**config.mk**
```make
export PLATFORM = sky130hd
export DESIGN_NAME = sequence_generator_serial
export DESIGN_NICKNAME = d
export VERILOG_FILES = /design/src/rtl/seq_gen_pkg.sv /design/src/rtl/bit_shifter.sv /design/src/rtl/sequence_generator_serial.sv
export SDC_FILE = /design/constraint.sdc
export NUM_CORES = 1
export LEC_CHECK = 0
export CORE_MARGIN = 10
export CORE_UTILIZATION = 45
export CTS_BUF_LIST = sky130_fd_sc_hd__clkbuf_4 sky130_fd_sc_hd__clkbuf_8
export DETAILED_ROUTE_END_ITERATION = 12
export PLACE_DENSITY = 0.66
export SETUP_SLACK_MARGIN = 0.2
export SYNTH_ARGS = -nofsm -noshare
export SYNTH_HDL_FRONTEND = slang
export SYNTH_SLANG_ARGS = --single-unit
```
**constraint.sdc**
```tcl
create_clock -name clk -period 4 [get_ports clk]
set_input_delay 0.4 -clock clk [delete_from_list [all_inputs] [get_ports clk]]
set_output_delay 0.4 -clock clk [all_outputs]
set_load 0.02 [all_outputs]
```
**src/rtl/seq_gen_pkg.sv**
```systemverilog
// seq_gen_pkg: shared types, width helper and test frames for the serial sequence generator.
package seq_gen_pkg;

    typedef enum logic [1:0] {ST_IDLE, ST_SHIFT, ST_GAP} state_t;

    function automatic int len_w(input int width);
        return $clog2(width) + 1;
    endfunction

    // Reference frames, right-justified as they are presented on load_data
    localparam logic [15:0] FRAME_1011   = 16'h000B;
    localparam int          FRAME_1011_L = 4;
    localparam logic [15:0] FRAME_110    = 16'h0006;
    localparam int          FRAME_110_L  = 3;
    localparam logic [15:0] FRAME_A5     = 16'h00A5;
    localparam int          FRAME_A5_L   = 8;

endpackage

```
**src/rtl/bit_shifter.sv**
```systemverilog
// bit_shifter: WIDTH-bit left-shift register that left-justifies a len-bit frame and replays it on reload.
module bit_shifter #(
    parameter int WIDTH = 16,
    parameter int LEN_W = 5
) (
    input  logic             clk,
    input  logic             reset,
    input  logic             load_i,
    input  logic             shift_i,
    input  logic             reload_i,
    input  logic [WIDTH-1:0] data_i,
    input  logic [LEN_W-1:0] len_i,
    output logic             msb_o
);

    logic [WIDTH-1:0] frame_q, frame_d;
    logic [WIDTH-1:0] sr_q, sr_d;
    logic [WIDTH-1:0] just;
    logic [LEN_W-1:0] pad;

    // Shifting by WIDTH-len discards everything above the frame field
    assign pad  = LEN_W'(WIDTH) - len_i;
    assign just = data_i << pad;

    always_comb begin
        frame_d = load_i ? just : frame_q;
        sr_d    = load_i   ? just :
                  reload_i ? frame_q :
                  shift_i  ? {sr_q[WIDTH-2:0], 1'b0} : sr_q;
    end

    always_ff @(posedge clk or posedge reset) begin
        if (reset) begin
            frame_q <= '0;
            sr_q    <= '0;
        end else begin
            frame_q <= frame_d;
            sr_q    <= sr_d;
        end
    end

    assign msb_o = sr_q[WIDTH-1];

endmodule

```
**src/rtl/sequence_generator_serial.sv**
```systemverilog
// sequence_generator_serial: shifts a handshaked frame out MSB-first, repeated with an optional idle gap.
module sequence_generator_serial
    import seq_gen_pkg::*;
#(
    parameter int WIDTH = 16,
    parameter int CNT_W = 8,
    parameter int GAP   = 0,
    parameter int LEN_W = len_w(WIDTH)
) (
    input  logic             clk,
    input  logic             reset,
    input  logic             load_valid,
    output logic             load_ready,
    input  logic [WIDTH-1:0] load_data,
    input  logic [LEN_W-1:0] load_len,
    input  logic [CNT_W-1:0] load_repeat,
    input  logic             abort,
    output logic             out_bit,
    output logic             out_valid,
    output logic             busy,
    output logic             done
);

    localparam int GW = (GAP > 0) ? $clog2(GAP + 1) : 1;

    state_t           state_q, state_d;
    logic [LEN_W-1:0] bit_q, bit_d;
    logic [LEN_W-1:0] len_q, len_d;
    logic [CNT_W-1:0] rep_q, rep_d;
    logic [GW-1:0]    gap_q, gap_d;
    logic [LEN_W-1:0] eff_len;
    logic [CNT_W-1:0] eff_rep;
    logic             last_bit, last_rep, final_bit, hs;
    logic             sh_load, sh_shift, sh_reload, msb;

    assign eff_len   = (load_len == '0 || load_len > LEN_W'(WIDTH)) ? LEN_W'(WIDTH) : load_len;
    assign eff_rep   = (load_repeat == '0) ? CNT_W'(1) : load_repeat;
    assign last_bit  = bit_q == '0;
    assign last_rep  = rep_q == CNT_W'(1);
    assign final_bit = state_q == ST_SHIFT && last_bit && last_rep;
    assign load_ready = !abort && (state_q == ST_IDLE || final_bit);
    assign hs        = load_valid && load_ready;

    always_comb begin
        state_d   = state_q;
        bit_d     = bit_q;
        len_d     = len_q;
        rep_d     = rep_q;
        gap_d     = gap_q;
        sh_load   = 1'b0;
        sh_shift  = 1'b0;
        sh_reload = 1'b0;
        if (abort) begin
            state_d = ST_IDLE;
        end else if (hs) begin
            sh_load = 1'b1;
            state_d = ST_SHIFT;
            len_d   = eff_len;
            bit_d   = eff_len - LEN_W'(1);
            rep_d   = eff_rep;
        end else if (state_q == ST_SHIFT) begin
            if (!last_bit) begin
                sh_shift = 1'b1;
                bit_d    = bit_q - LEN_W'(1);
            end else if (last_rep) begin
                state_d = ST_IDLE;
            end else begin
                // Frame is restored immediately; during a gap the register just holds it
                sh_reload = 1'b1;
                bit_d     = len_q - LEN_W'(1);
                rep_d     = rep_q - CNT_W'(1);
                state_d   = (GAP > 0) ? ST_GAP : ST_SHIFT;
                gap_d     = GW'(GAP > 0 ? GAP - 1 : 0);
            end
        end else if (state_q == ST_GAP) begin
            state_d = (gap_q == '0) ? ST_SHIFT : ST_GAP;
            gap_d   = (gap_q == '0) ? gap_q : gap_q - GW'(1);
        end
    end

    always_ff @(posedge clk or posedge reset) begin
        if (reset) begin
            state_q <= ST_IDLE;
            bit_q   <= '0;
            len_q   <= '0;
            rep_q   <= '0;
        end else begin
            state_q <= state_d;
            bit_q   <= bit_d;
            len_q   <= len_d;
            rep_q   <= rep_d;
        end
    end

    generate
        if (GAP > 0) begin : g_gap
            always_ff @(posedge clk or posedge reset) begin
                if (reset) gap_q <= '0;
                else       gap_q <= gap_d;
            end
        end else begin : g_nogap
            logic unused_gap;
            assign gap_q      = '0;
            assign unused_gap = ^gap_d;
        end
    endgenerate

    bit_shifter #(.WIDTH(WIDTH), .LEN_W(LEN_W)) u_shifter (
        .clk      (clk),
        .reset    (reset),
        .load_i   (sh_load),
        .shift_i  (sh_shift),
        .reload_i (sh_reload),
        .data_i   (load_data),
        .len_i    (eff_len),
        .msb_o    (msb)
    );

    assign out_valid = state_q == ST_SHIFT;
    assign out_bit   = out_valid && msb;
    assign busy      = state_q != ST_IDLE;
    // An abort landing on the final bit cancels the completion pulse
    assign done      = final_bit && !abort;

endmodule

```
# --- Word-level counts from Yosys, hierarchy flattened ---
# Index checks and enable logic that the tools add are counted.
totals:
  register_bits: 52
  in_bits: 33
  elab_cells: 72
op_classes:
  addsub: 5
  n_lt_le_gt_ge: 1
  n_eq_ne: 6
  shift: 1
  mux: 30
  bitwise: 1
  reduce_logical: 22
op_table:
  columns: ["operator", "count"]
  rows:
  - ["16-bit two-way mux", 3]
  - ["8-bit two-way mux", 5]
  - ["5-bit two-way mux", 5]
  - ["16-bit by 5-bit << shifter with 16-bit output", 1]
  - ["5-bit by 1-bit subtractor with 5-bit output, second input constant", 3]
  - ["1-bit two-way mux", 12]
  - ["5-bit logical NOT", 2]
  - ["2-bit two-way mux", 5]
  - ["8-bit by 1-bit == test with 1-bit output, second input constant", 1]
  - ["8-bit logical NOT", 1]
  - ["8-bit by 1-bit subtractor with 8-bit output, second input constant", 1]
  - ["1-bit logical AND", 6]
  - ["2-bit nonzero test", 3]
  - ["5-bit > comparator, second input constant", 1]
  - ["5-bit subtractor, first input constant", 1]
  - ["4-bit by 2-bit != test with 1-bit output, second input constant", 1]
  - ["2-bit AND reduction", 2]
  - ["4-bit AND reduction", 1]
  - ["4-bit nonzero test", 1]
  - ["3-bit by 2-bit != test with 1-bit output, second input constant", 1]
  - ["3-bit AND reduction", 1]
  - ["3-bit nonzero test", 1]
  - ["2-bit by 1-bit == test with 1-bit output, second input constant", 1]
  - ["2-bit == test, second input constant", 1]
  - ["5 further kinds", 6]

# --- Depth between registers and ports, before layout ---
# Gate-level depths: netlist of run 1.
logic_depth:
  depth_word: 11
  ltp_mapped: 13

# --- Hierarchy ---
# A second synthesis of run 1 with hierarchy kept.
hier_totals:
  hier_cells: 376
  hier_area_um2: 3585.9
by_module_without_submodules:
  columns: ["module", "instances", "cells_each", "area_per_inst_um2", "seq_area_each_um2"]
  rows:
  - ["bit_shifter", 1, 225, 2234.6, 800.8]
  - ["sequence_generator_serial", 1, 151, 1351.3, 475.5]

# --- Worst setup path after synthesis of run 1 ---
# OpenSTA, ideal clock, no wires.
synth_timing:
  kind: "input-to-reg"
  from: "input port load_len[1]"
  to: "register u_shifter.sr_q[13]"
  setup_time_ns: 0.121
  arrival_ns: 3.338
  required_ns: 3.879
  slack_ns: 0.541
  path_stages: 13
  n_path_buf: 2
  cell_sequence: "or4_1 -> ha_1 -> nor2b_1 -> buf_4 -> clkinv_1 -> ha_1 -> inv_1 -> xnor2_1 -> buf_2 -> nand2_1 -> a311oi_1 -> nor3_1 -> o22a_1"
synth_between:
  elab_chain_len: 6
  elab_cells_between_ends: 7
synth_rtl:
  columns: ["element", "line_no", "rtl"]
  rows:
  - ["start, declared", "sequence_generator_serial.sv:15", "input logic [LEN_W-1:0] load_len,"]
  - ["5-bit > comparator or 5-bit logical NOT (tied branches)", "sequence_generator_serial.sv:36", "assign eff_len = (load_len == '0 || load_len > LEN_W'(WIDTH)) ? LEN_W'(WIDTH) : load_len;"]
  - ["1-bit logical OR", "sequence_generator_serial.sv:36", null]
  - ["5-bit two-way mux *", "sequence_generator_serial.sv:36", null]
  - ["5-bit subtractor *", "bit_shifter.sv:22", "assign pad = LEN_W'(WIDTH) - len_i;"]
  - ["16-bit by 5-bit << shifter with 16-bit output *", "bit_shifter.sv:23", "assign just = data_i << pad;"]
  - ["16-bit two-way mux *", "bit_shifter.sv:27", "sr_d = load_i ? just :"]
  - ["end signal, assigned", "bit_shifter.sv:38", "sr_q <= sr_d;"]
  - ["end, declared", "bit_shifter.sv:17", "logic [WIDTH-1:0] sr_q, sr_d;"]
# Mark *: on every way between the ends. The rest lies on a longest branch, timed or not.
# A chain may end at the register's enable or synchronous reset.

# --- Worst setup path in the final report of run 1 ---
layout_timing:
  from: "input port load_len[2]"
  to: "register u_shifter.sr_q[9]"
# The elaborated chain is that of the path after synthesis.

==> results.txt, run 1 <==
----------------------------------------------------
[Outcome]
  Status ... complete, no violations

[Min path]
  Beginning of the worst hold path ... u_shifter.frame_q[2]$_DFFE_PP0P_
  Endpoint of the worst hold-timing path ... u_shifter.frame_q[2]$_DFFE_PP0P_
  Min-delay worst type ... reg2reg
  Depth of the worst hold-timing path ... 1

[Logic synthesis]
  Most common cell in the netlist ... dfrtp_1
  Total nets after synthesis ... 404
  Total of warnings raised by yosys ... 0
  Per-instance average area after synthesis ... 9.275 um2
  Count of unique library cells instantiated by Yosys ... 59
  Seq cells post-synth ... 51
  Portion of the post-synthesis area used by sequential elements ... 37.60%
  Leading cell types by count after synthesis ... 51 x dfrtp_1, 48 x nand2_1, 28 x nor2_1
  Fraction of synthesized cell area taken by the top area cell type ... 37.60%
  EDFF count, synth ... 0
  FFs w/ async S/R, synth ... 100.0%
  Most area-hungry cell type in the Yosys netlist ... dfrtp_1
  Largest cells by area after synthesis ... dfrtp_1 38%, mux4_2 6.6%, mux2i_1 5.6%, nand2_1 5.3%, a21oi_1 3.4%
  Cell count after synthesis ... 366
  Cell area after technology mapping ... 3395 um2
  Primary FF master, synth ... dfrtp_1

[Worst setup path]
  Most frequent cell on the critical path ... ha_1
  Stages on the worst setup path ... 13
  Largest delay contributor family on the critical path ... buffers and inverters
  CP max stage cell ... or4_1
  Worst-case reg-to-reg path depth ... 12
  Critical Path Source Type ... input port
  Critical Path RT ... 4.24 ns
  Buf+Inv Stages, Crit Path ... 4
  Arrival time of data at the critical path endpoint ... 3.67 ns
  Type of the setup path with the least slack ... in2reg
  Worst R2R End ... bit_q[4]$_DFFE_PP0P_
  CP peak stage delay ... 0.53 ns
  Ordered cell list for the critical path ... clkdlybuf4s50_1, or4_1, ha_1, nor2b_2, clkinv_1, ha_1, inv_1, xnor2_1, buf_4, mux4_2, a211oi_1, a221oi_1, a21oi_1
  Register-to-register path setup slack ... 0.92 ns
  Launch instance of the worst register-to-register path ... rep_q[1]$_DFFE_PP0P_
  Crit path capture type ... flip-flop
  Crit path max fanout ... 16

[GRT]
  Largest net degree at the start of global routing ... 52
  Combined global-route utilization of all metal layers ... 15.64%
  Overflow after GRT ... 0
  Number of global-route vias before repair ... 2882
  Initial antenna violation count ... 0
  First-pass GRT wire length ... 14870 um

[Clocking]
  Buffer levels on the longest clock path ... 2
  CTS tree ... built
  Number of buffers inserted for hold repair after clock tree synthesis ... 0
  H-tree depth ... 2
  Clock Pin Slew Worst Setup and Hold Paths ... 0.10 ns
  Clock sinks ... 51
  Clock latency on the worst-skew pair ... 0.31 ns
  Post-CTS setup buffers ... 0
  Gates resized, CTS repair ... 0
  Number of buffers added by the clock tree synthesis step ... 5
  Clock root cell ... clkbuf_8

[Placed design]
  Final HPWL from detailed placement ... 6457 um
  Placement Cell Area ... 3895 um2
  Minimum setup slack after placement ... 0.2364 ns
  Count of buffers inserted at the top-level ports ... 37
  GPL Wtd Cong ... 0.9576

[Route]
  DRC viols ... 0
  Overall via count from detail_route ... 2984
  Drt initial violations ... 159
  Vias/cell ... 5.932
  Number of search-and-repair iterations in the first detailed-routing pass ... 5
  WL final ... 8736 um
  Average routed wire per standard cell ... 17.37 um
  ANT nets after route ... 0

[Pwr]
  VDD IR-drop max ... 0.0001785 V
  Static power due to leakage ... 1.735 nW
  Final Power ... 1.561 mW
  Pwr Density ... 391.9 nW/um2

[STA]
  Setup repair after global routing missed its margin ... false
  Total setup violations reported at the end of the flow ... 0
  Max_slew headroom ... 36.98%
  Number of hold violations in the final report ... 0
  F_max ... 291.8 MHz
  Clock Skew ... 0.005108 ns
  Slew @ Worst Pin ... 0.9443 ns
  Fraction of the cycle the final worst path needs ... 85.67%
  Final Max Slew Viols ... 0
  Setup WS post-layout ... 0.5734 ns
  Total negative setup slack ... 0 ns
  Shortest period the worst path allows ... 3.427 ns

[Finish]
  Share of layout cells above drive strength 1 ... 10.40%
  Antenna diodes ... 0
  Count of filler cells inserted in the layout ... 696
  Final cell area excluding filler cells ... 3984 um2
  Final net count ... 441
  Syn-to-layout area delta ... 17.36%

[Die]
  Die Outline Area ... 11420 um2
  Initial core utilization ... 46.55%
  Top-level I/O count ... 38
  Std-Cell Core Area ... 7292 um2
  Horizontal die dimension ... 106.9 um
  FP Rows ... 31
  Die Y ... 106.9 um

[Flow run]
  Maxcap violations ... 0

----------------------------------------------------
routing by layer:
metal | vias up | share of wire (%) | GRT usage, %
met4 | 0 | 1.0 | 4.642
met1 | 1452 | 50 | 22.46
met2 | 92 | 44 | 23.18
met5 | - | 0 | 0
met3 | 6 | 5.5 | 2.994
li1 | 1434 | - | -
final cells by class:
class                           instances  area [um2]  share of cell area [%]
Tap cell                               99       123.9                   3.109
Inverter                               13       48.80                   1.225
Clock inverter                          3       20.02                  0.5025
Clock buffer                            5       68.82                   1.727
Multi-Input combinational cell        283        1986                   49.84
Sequential cell                        51        1276                   32.04
Timing Repair Buffer                   49       460.4                   11.56
how the worst max path moves through the flow:
stage	startpoint	to	slack [ns]
2_1_floorplan	load_len[1]	u_shifter.sr_q[13]$_DFFE_PP0P_	0.54
3_3_place_gp	load_len[2]	u_shifter.sr_q[9]$_DFFE_PP0P_	0.33
3_5_place_dp	load_len[2]	u_shifter.sr_q[9]$_DFFE_PP0P_	0.24
4_1_cts	load_len[2]	u_shifter.sr_q[9]$_DFFE_PP0P_	0.58
5_1_grt	load_len[1]	u_shifter.sr_q[8]$_DFFE_PP0P_	0.31
6_report	load_len[2]	u_shifter.sr_q[9]$_DFFE_PP0P_	0.57
sequential cells by signal, summed over array words and instances (netlist names):
register	count
rep_q	8
bit_q	5
len_q	5
state_q	1
u_shifter.frame_q	16
u_shifter.sr_q	16
power breakdown:
group          internal (mW)  switching, mW
Sequential             0.630         0.0937
Clock                  0.122          0.184
Combinational          0.251          0.281
Total                   1.00          0.559
per-stage QoR:
stage	std cells	utilization [%]	hold slack [ns]
after floorplan	366	-	0.4462
after global placement	495	53.41	0.4589
after detailed placement	495	53.41	0.4637
after CTS	503	54.63	0.4874
after global routing	503	54.63	0.4989
final	503	54.63	0.4865
placed cells by master, fill, tap and decap left out, types with 10 or more instances in the layout:
cell | Yosys | routed
dfrtp_1 | 51 | 51
nand2_1 | 48 | 48
clkdlybuf4s50_1 | 0 | 37
nor2_1 | 28 | 28
a21oi_1 | 23 | 23
mux2i_1 | 19 | 19
nand3_1 | 17 | 17
o21ai_0 | 15 | 15
a21o_1 | 12 | 12
buf_4 | 2 | 12
inv_1 | 12 | 11
mux4_2 | 10 | 10
a31oi_1 | 10 | 10
cells by family after synthesis:
logic type | after synthesis | synth area share (%)
flops | 51 | 37.60
buf+inv | 32 | 3.980
simple gates | 136 | 19.94
xor+xnor | 8 | 2.064
compound gates | 103 | 21.67
mux | 31 | 12.90
fa+ha+maj | 5 | 1.843
No activity file was read; power rests on OpenSTA's default activity.
==> inputs of run 2 (changes only) <==
GPL_TIMING_DRIVEN = 0   (was not set)
MAX_ROUTING_LAYER = met4   (was not set)
SYNTH_HIERARCHICAL = 1   (was not set)
==> results.txt, run 2 <==
----------------------------------------------------
[Outcome]
  Status ... complete, no violations (unchanged)

[GRT]
  Combined global-route utilization of all metal layers ... 15.73% (was 15.64%)
  Overflow after GRT ... 0 (unchanged)
  Initial antenna violation count ... 0 (unchanged)
  Largest net degree at the start of global routing ... 33 (was 52)
  First-pass GRT wire length ... 14860 um (was 14870 um)
  Number of global-route vias before repair ... 3019 (was 2882)

[Finish]
  Count of filler cells inserted in the layout ... 723 (was 696)
  Count of placed standard cells in the final layout, fillers left out ... 524 (was 503)
  Area taken by flip-flops and latches ... 1276 um2 (unchanged)
  Most common cell after layout, fill and taps aside ... dfrtp_1 (unchanged)
  Syn-to-layout area delta ... 17.10% (was 17.36%)
  Commonest cells after routing, fill and taps aside ... 51 x dfrtp_1, 38 x nor2_1, 37 x clkdlybuf4s50_1 (was 51 x dfrtp_1, 48 x nand2_1, 37 x clkdlybuf4s50_1)
  Fraction of the core area covered by cells at the end of the flow ... 54.34% (was 54.63%)
  Area taken by multi-input logic gates ... 2037 um2 (was 1986 um2)
  Final net count ... 459 (was 441)
  Antenna diodes ... 0 (unchanged)
  Share of layout cells above drive strength 1 ... 11.85% (was 10.40%)
  Largest registers ranked by flip-flop count ... u_shifter/frame_q x16, u_shifter/sr_q x16, rep_q x8 (was u_shifter.frame_q x16, u_shifter.sr_q x16, rep_q x8)

[Flow run]
  Maxcap violations ... 0 (unchanged)

[Route]
  WL final ... 8642 um (was 8736 um)
  Number of search-and-repair iterations in the first detailed-routing pass ... 5 (unchanged)
  Vias/cell ... 5.742 (was 5.932)
  Overall via count from detail_route ... 3009 (was 2984)
  Drt initial violations ... 159 (unchanged)
  Average routed wire per standard cell ... 16.49 um (was 17.37 um)
  ANT nets after route ... 0 (unchanged)
  DRC viols ... 0 (unchanged)

[STA]
  Fraction of the cycle the final worst path needs ... 88.11% (was 85.67%)
  Total setup violations reported at the end of the flow ... 0 (unchanged)
  Max_slew headroom ... 48.64% (was 36.98%)
  Total negative setup slack ... 0 ns (unchanged)
  Number of hold violations in the final report ... 0 (unchanged)
  Final Max Slew Viols ... 0 (unchanged)
  Shortest period the worst path allows ... 3.525 ns (was 3.427 ns)
  Setup repair after global routing missed its margin ... false (unchanged)
  Clock Skew ... 0.006167 ns (was 0.005108 ns)
  Slew @ Worst Pin ... 0.7695 ns (was 0.9443 ns)
  F_max ... 283.7 MHz (was 291.8 MHz)

[Clocking]
  Clock latency on the worst-skew pair ... 0.30 ns (was 0.31 ns)
  Number of buffers added by the clock tree synthesis step ... 5 (unchanged)
  Clock root cell ... clkbuf_8 (unchanged)
  Post-CTS setup buffers ... 0 (unchanged)
  H-tree depth ... 2 (unchanged)
  CTS tree ... built (unchanged)
  Clock sinks ... 51 (unchanged)
  Clock Pin Slew Worst Setup and Hold Paths ... 0.09 ns (was 0.10 ns)
  Buffer levels on the longest clock path ... 2 (unchanged)

[Logic synthesis]
  Most common cell in the netlist ... dfrtp_1 (unchanged)
  Primary FF master, synth ... dfrtp_1 (unchanged)
  Leading cell types by count after synthesis ... 51 x dfrtp_1, 38 x nor2_1, 27 x nand2_1 (was 51 x dfrtp_1, 48 x nand2_1, 28 x nor2_1)
  Largest cells by area after synthesis ... dfrtp_1 36%, mux2i_1 5.0%, mux4_1 4.4%, nor2_1 4.0%, a221oi_1 2.9% (was dfrtp_1 38%, mux4_2 6.6%, mux2i_1 5.6%, nand2_1 5.3%, a21oi_1 3.4%)
  Count of unique library cells instantiated by Yosys ... 68 (was 59)
  Portion of the post-synthesis area used by sequential elements ... 35.59% (was 37.60%)
  Fraction of synthesized cell area taken by the top area cell type ... 35.59% (was 37.60%)
  Total of warnings raised by yosys ... 6 (was 0)
  Total nets after synthesis ... 414 (was 404)
  Cell area after technology mapping ... 3586 um2 (was 3395 um2)
  Seq cells post-synth ... 51 (unchanged)
  Most area-hungry cell type in the Yosys netlist ... dfrtp_1 (unchanged)
  Cell count after synthesis ... 376 (was 366)
  EDFF count, synth ... 0 (unchanged)
  Per-instance average area after synthesis ... 9.537 um2 (was 9.275 um2)
  FFs w/ async S/R, synth ... 100.0% (unchanged)

[Worst setup path]
  Buf+Inv Stages, Crit Path ... 4 (unchanged)
  CP peak stage delay ... 0.44 ns (was 0.53 ns)
  Critical Path Source Type ... input port (unchanged)
  Type of the setup path with the least slack ... in2reg (unchanged)
  Crit path max fanout ... 10 (was 16)
  Critical Path RT ... 4.25 ns (was 4.24 ns)
  Stages on the worst setup path ... 14 (was 13)
  Crit path capture type ... flip-flop (unchanged)
  CP max stage cell ... mux2_2 (was or4_1)
  Arrival time of data at the critical path endpoint ... 3.77 ns (was 3.67 ns)
  Ordered cell list for the critical path ... clkdlybuf4s50_1, nor2_1, nand2_1, ha_1, nor2b_2, buf_6, clkbuf_8, inv_2, ha_1, nor3b_1, mux2_2, or2_2, o22ai_1, o22a_1 (was clkdlybuf4s50_1, or4_1, ha_1, nor2b_2, clkinv_1, ha_1, inv_1, xnor2_1, buf_4, mux4_2, a211oi_1, a221oi_1, a21oi_1)
  Most frequent cell on the critical path ... ha_1 (unchanged)
  Largest delay contributor family on the critical path ... buffers and inverters (unchanged)
  Worst-case reg-to-reg path depth ... 13 (was 12)

[Min path]
  Min-delay worst type ... in2async (was reg2reg)

[Placed design]
  GPL Wtd Cong ... 0.8565 (was 0.9576)
  Final HPWL from detailed placement ... 6611 um (was 6457 um)
  Placed cell count ... 515 (was 495)
  Count of buffers inserted at the top-level ports ... 37 (unchanged)

[Die]
  Initial core utilization ... 46.41% (was 46.55%)
  FP Rows ... 32 (was 31)
  Die Outline Area ... 11940 um2 (was 11420 um2)
  Std-Cell Core Area ... 7727 um2 (was 7292 um2)
  Top-level I/O count ... 38 (unchanged)
  Die Y ... 109.3 um (was 106.9 um)
  Horizontal die dimension ... 109.3 um (was 106.9 um)

[Pwr]
  Final Power ... 1.651 mW (was 1.561 mW)
  Static power due to leakage ... 1.808 nW (was 1.735 nW)
  VDD IR-drop max ... 0.0001501 V (was 0.0001785 V)
  Pwr Density ... 393.1 nW/um2 (was 391.9 nW/um2)

----------------------------------------------------
[run 2: cell types whose count changed in the layout (fill, tap and decap cells not counted), moves of 8 or more]
cell      previous run  this run
mux4_2              10         2
nor2_1              28        38
buf_6                0         8
nand2_1             48        27
a21oi_1             23        14
o22ai_1              1         9
buf_4               12         2
nand3_1             17         7
clkbuf_1             0         8
inv_1               11        23
[run 2: path summary, 6_finish.rpt]
kind | to | slack [ns] | startpoint
min reg2reg | u_shifter/frame_q[14]$_DFFE_PP0P_ | 0.49 | u_shifter/frame_q[14]$_DFFE_PP0P_
max reg2reg | u_shifter/sr_q[15]$_DFFE_PP0P_ | 0.63 | rep_q[1]$_DFFE_PP0P_
max | u_shifter/sr_q[15]$_DFFE_PP0P_ | 0.48 | load_len[2]
max in group asynchronous | bit_q[4]$_DFFE_PP0P_ | 2.95 | reset
min in group clk | u_shifter/frame_q[14]$_DFFE_PP0P_ | 0.49 | u_shifter/frame_q[14]$_DFFE_PP0P_
min | u_shifter/sr_q[15]$_DFFE_PP0P_ | 0.32 | reset
[run 2: layout make-up]
| type | count | share of cell area [%] |
|---|---|---|
| Inverter | 27 | 2.414 |
| Buffer | 23 | 4.231 |
| Clock inverter | 1 | 0.1192 |
| Timing Repair Buffer | 38 | 9.297 |
| Sequential cell | 51 | 30.39 |
| Multi-Input combinational cell | 275 | 48.51 |
| Clock buffer | 7 | 1.996 |
| Tap cell | 102 | 3.039 |
[run 2: kinds of logic (layout without fill, tap and decap cells)]
kind of cell,after synthesis,after routing,share of synthesized area [%]
buf+inv,50,96,7.781
xor+xnor,13,13,3.385
fa+ha+maj,5,5,1.745
compound gates,100,100,20.27
flops,51,51,35.59
simple gates,128,128,19.51
mux,29,29,11.72
[run 2: what timing repair did]
action,4_1_cts,5_1_grt
hold buffers,0,0
setup endpoints to repair,0,6
gates resized for setup,0,2
[run 2: metrics by stage]
| step | cell area (um2) | setup WS [ns] | hold WS, ns |
|---|---|---|---|
| floorplan | 3586 | 1.031 | 0.3511 |
| global placement | 4084 | 0.1692 | 0.4610 |
| detailed placement | 4084 | 0.1224 | 0.4676 |
| CTS | 4173 | 0.4481 | 0.4887 |
| global route | 4199 | 0.2499 | 0.3274 |
| finish | 4199 | 0.4755 | 0.3247 |
[run 2: metal layers]
layer	share of wire [%]	wire length, um	vias up	global-route usage [%]
met5	0	0	-	-
met1	50	4314	1467	20.97
met2	46	3952	66	24.46
met4	1.3	116	0	4.740
met3	3.0	258	9	1.947
li1	-	-	1467	-
[run 2: report_power, final]
group          switching (mW)  total [mW]  internal (mW)  leakage [nW]
sequential              0.109       0.749          0.640         0.635
combinational           0.304       0.599          0.295          1.12
clock                   0.167       0.304          0.137        0.0491
[run 2: worst reg2reg max path, delay by kind of cell (launching register included)]
family | cells | cell delay, ns
simple gates | 4 | 1.14
compound gates | 3 | 0.78
buf+inv | 4 | 0.50
flops | 1 | 0.42
mux | 1 | 0.33
fa+ha+maj | 1 | 0.15
